**src/rtl/demux_1x3_frame_reg.sv**
```systemverilog
// demux_1x3_frame_reg: steers a W-bit handshaked stream into three held channel registers released as one frame (optional sticky overwrite error via DEMUX_OVW_ERR_EN)
module demux_1x3_frame_reg #(
  parameter int W = 32
) (
  input  logic         clk,
  input  logic         rst,
  input  logic         seq_mode,
  input  logic [1:0]   select,
  input  logic [W-1:0] data_in,
  input  logic         in_valid,
  output logic         in_ready,
  input  logic         frame_ack,
  output logic [W-1:0] ch_0,
  output logic [W-1:0] ch_1,
  output logic [W-1:0] ch_2,
  output logic [2:0]   ch_valid,
  output logic         frame_valid
`ifdef DEMUX_OVW_ERR_EN
  ,
  output logic         err_ovw
`endif
);
  typedef enum logic [1:0] {IDLE, FILL, FULL} state_t;
  state_t state, state_nx;
  logic       mode, mode_nx, acc, clr, eff;
  logic [1:0] ptr, ptr_nx, pb, tgt;
  logic [2:0] vb, oh, v_nx;
  // next-state: an ack in FULL clears valids/ptr first, then any same-cycle write lands on the cleared frame
  always_comb begin
    in_ready    = (state != FULL) | frame_ack;
    acc         = in_valid & in_ready;
    clr         = frame_ack & (state == FULL);
    eff         = (state == IDLE || clr) ? seq_mode : mode;
    mode_nx     = (acc && (state == IDLE || clr)) ? seq_mode : mode;
    vb          = clr ? 3'b000 : ch_valid;
    pb          = clr ? 2'd0 : ptr;
    tgt         = eff ? pb : select;
    oh          = (acc && tgt != 2'd3) ? 3'b001 << tgt : 3'b000;
    v_nx        = vb | oh;
    ptr_nx      = (acc && eff) ? (pb == 2'd2 ? 2'd0 : pb + 2'd1) : pb;
    state_nx    = (v_nx == 3'b111) ? FULL : (v_nx == 3'b000) ? IDLE : FILL;
    frame_valid = state == FULL;
  end
  // state, pointer, mode latch and channel registers
  always_ff @(posedge clk) begin
    if (!rst) begin
      state    <= IDLE;
      mode     <= 1'b0;
      ptr      <= 2'd0;
      ch_valid <= 3'b000;
      ch_0     <= '0;
      ch_1     <= '0;
      ch_2     <= '0;
    end else begin
      state    <= state_nx;
      mode     <= mode_nx;
      ptr      <= ptr_nx;
      ch_valid <= v_nx;
      if (oh[0]) ch_0 <= data_in;
      if (oh[1]) ch_1 <= data_in;
      if (oh[2]) ch_2 <= data_in;
    end
  end
`ifdef DEMUX_OVW_ERR_EN
  // sticky flag: a direct-mode write hit a channel that was still valid
  always_ff @(posedge clk) begin
    if (!rst) err_ovw <= 1'b0;
    else if (!eff && (oh & vb) != 3'b000) err_ovw <= 1'b1;
  end
`endif
endmodule

```
**config.mk**
```make
export PLATFORM = sky130hd
export DESIGN_NAME = demux_1x3_frame_reg
export DESIGN_NICKNAME = d
export VERILOG_FILES = /design/src/rtl/demux_1x3_frame_reg.sv
export SDC_FILE = /design/constraint.sdc
export NUM_CORES = 1
export LEC_CHECK = 0
export CAP_MARGIN = 0
export CORE_MARGIN = 8
export CORE_UTILIZATION = 48
export DETAILED_ROUTE_END_ITERATION = 16
export HOLD_SLACK_MARGIN = 0.1
export PLACE_DENSITY = 0.94
export SLEW_MARGIN = 30
export SYNTH_ARGS = -nofsm -noshare
export SYNTH_HDL_FRONTEND = slang
export SYNTH_SLANG_ARGS = --single-unit
```
**constraint.sdc**
```tcl
create_clock -name clk -period 5.6 [get_ports clk]
set_input_delay 0.84 -clock clk [delete_from_list [all_inputs] [get_ports clk]]
set_output_delay 0.84 -clock clk [all_outputs]
set_load 0.005 [all_outputs]
```
==> metrics.txt <==
via count of the first global-routing pass 3,216; first-pass GRT wire length 16.1 mm; largest fanout on the critical path 22; Final #Nets 532; Sink Count 104; post-DR wirelength/cell 16.6 um; Syn Area/Cell 10.6 um^2; Hold WC Path Type reg2reg; Root Buffer clkbuf_8; share of cells above drive strength 1 0.0542; Antenna Nets Post-Route 0; clk_lat worst skew 360 ps; Max VDD drop 225 uV; Ant. Diodes 0; DRT iter0 DRCs 84; CTS max path bufs 2; relative slew slack 0.466; largest net degree at the start of global routing 56; Fmax 0.311 GHz; Final setup viols 0; slowest CP cell a41oi_4; GRT Util Overall 0.176; worst endpoint data arrival time 3490 ps; Synth Net Count 404; first-pass detailed-route iteration total 4; Hold Crit Start ch_2[31]; clk slew on worst S/H paths 90 ps; DRC Markers 0; top cells by area, synth dfxtp_1 (54%), mux2i_1 (25%), nor2_1 (9.8%); RD Place Congestion 0.802; sequential element share of the synthesized area 0.537; vias 3,023; antenna violations before repair 0; Setup Total Neg Slack 0 ps; Cells on Worst Hold Path 2; CTS tree done; Slew Viols, Final 0; RR Endpoint state[0]; Num CTS Buffers 9; synth-to-layout area growth 40.8%; skew final 7.45 ps; Core Region 7770 um^2; worst-margin pin slew 798 ps; Total Power 1540 uW; Mapped Cells 365; reg-to-reg slack, setup 2920 ps; Via density 5.04; RSZ-0062 raised after global routing false; # rows 32; Worst Setup End Kind register; Pleak 0.00261 uW; Resize count post-CTS 0; CP max stage delay 660 ps; die width 106 um; Buffers on Ports 139; min Tclk post-route 3210 ps; total I/O pin count 140; Congestion Overflow GR 0; Setup crit start kind input port; Starting Density 0.499; Clock H-tree levels 3; Detailed Route WL 9.99 mm; max_cap viols 0; Fill cells 547; share of the synthesized area in the top cell type 0.537; FF-to-FF path depth 7; Syn Std Cell Area 3880 um^2; post-layout util 0.703; period utilization 0.574; die area 11,200 um^2; power per cell area 281 nW/um^2; die height 106 um; FF-to-FF Start state[0]; status completed; Yosys top cell by area dfxtp_1; distinct cell type count after synthesis 29; crit path kind in2reg; Hold Path End ch_2[31]; Post-CTS Hold Fix Bufs 0; WP data required 5870 ps; Post-CTS Setup Bufs 0; Hold Vio Cnt, Final 0; Ys Warns 0; hpwl dp 7.26 mm; CP Cell Sequence clkdlybuf4s50_1, nor2b_2, o21a_1, o2111a_1, a41oi_4, buf_4, a222oi_1, a311oi_2; Seq cells post-synth 104
==> worst max-delay path: cells and delay by family <==
family	cells	cell delay, ps
AO/OA/AOI/OAI	5	1570
buffers and inverters	2	1000
AND/OR/NAND/NOR	1	70
==> flip-flops by register name, indices dropped and copies added, names as in the netlist <==
name      cells
ch_1         32
ch_0         32
ch_valid      3
ch_2         32
state         2
ptr           2
mode          1
==> power by group <==
part           switching, uW  internal [uW]
registers               23.7            780
clock network            253            220
logic                    113            147
==> final cells by class <==
| class | instances | area (um^2) | share of cell area |
|---|---|---|---|
| well taps | 102 | 128 | 0.0234 |
| clock buffers | 10 | 138 | 0.0252 |
| clock inverters | 6 | 67.6 | 0.0124 |
| flip-flops and latches | 104 | 2080 | 0.381 |
| repair buffers | 141 | 1410 | 0.257 |
| inverters | 2 | 7.51 | 0.00137 |
| multi-input cells | 235 | 1630 | 0.299 |
==> through the flow <==
step           std cells  instance area [um^2]  setup slack [ps]  hold slack (ps)
2_1_floorplan        365                  3880              3340              464
3_3_place_gp         584                  5250              2100              473
3_5_place_dp         584                  5260              2040              484
4_1_cts              600                  5460              2410              506
5_1_grt              600                  5460              2290              535
6_report             600                  5460              2390              502
==> worst max-delay path by stage <==
stage | from | to | slack (ps) | cells after the start
6_report | frame_ack | state[0] | 2390 | 8
2_1_floorplan | frame_ack | state[0] | 3340 | 7
3_3_place_gp | frame_ack | state[0] | 2100 | 8
3_5_place_dp | frame_ack | state[0] | 2040 | 8
5_1_grt | frame_ack | state[0] | 2290 | 8
4_1_cts | frame_ack | state[0] | 2410 | 8
==> per-layer routing <==
metal	vias to the layer above	share of wire	track usage
li1	1479	-	-
met1	1428	0.40	0.186
met2	103	0.49	0.308
met3	13	0.096	0.0700
met4	0	0.017	0.0693
met5	-	0	0
==> logic make-up after synthesis <==
kind of cell           count (synthesis)  synth area share
and+or+nand+nor                      124             0.135
DFF                                  104             0.537
muxes                                 99             0.256
buffers and inverters                 26            0.0487
AOI/OAI and AO/OA                     12            0.0232
==> cells in the final DEF, fill, tap and decap left out, drive strengths merged, types with 3 or more instances in the layout <==
cell | Yosys | final
a21oi | 4 | 4
inv | 2 | 3
nor2 | 102 | 102
nand2 | 10 | 10
nand4b | 3 | 3
clkbuf | 11 | 10
mux2i | 97 | 97
dfxtp | 104 | 104
clkdlybuf4s50 | 0 | 139
==> cell usage after synthesis, drive strengths merged <==
library cell and number:
a21oi 4, a222oi 1, a311oi 1, a41oi 1
and3 1, and4 1, buf 13, clkbuf 11
dfxtp 104, inv 2, mux2 2, mux2i 97
nand2 10, nand2b 2, nand3 1, nand3b 1
nand4b 3, nor2 102, nor2b 2, nor3b 1
o2111a 1, o21a 2, o21ai 2
Power figures use the tool's default switching activity.
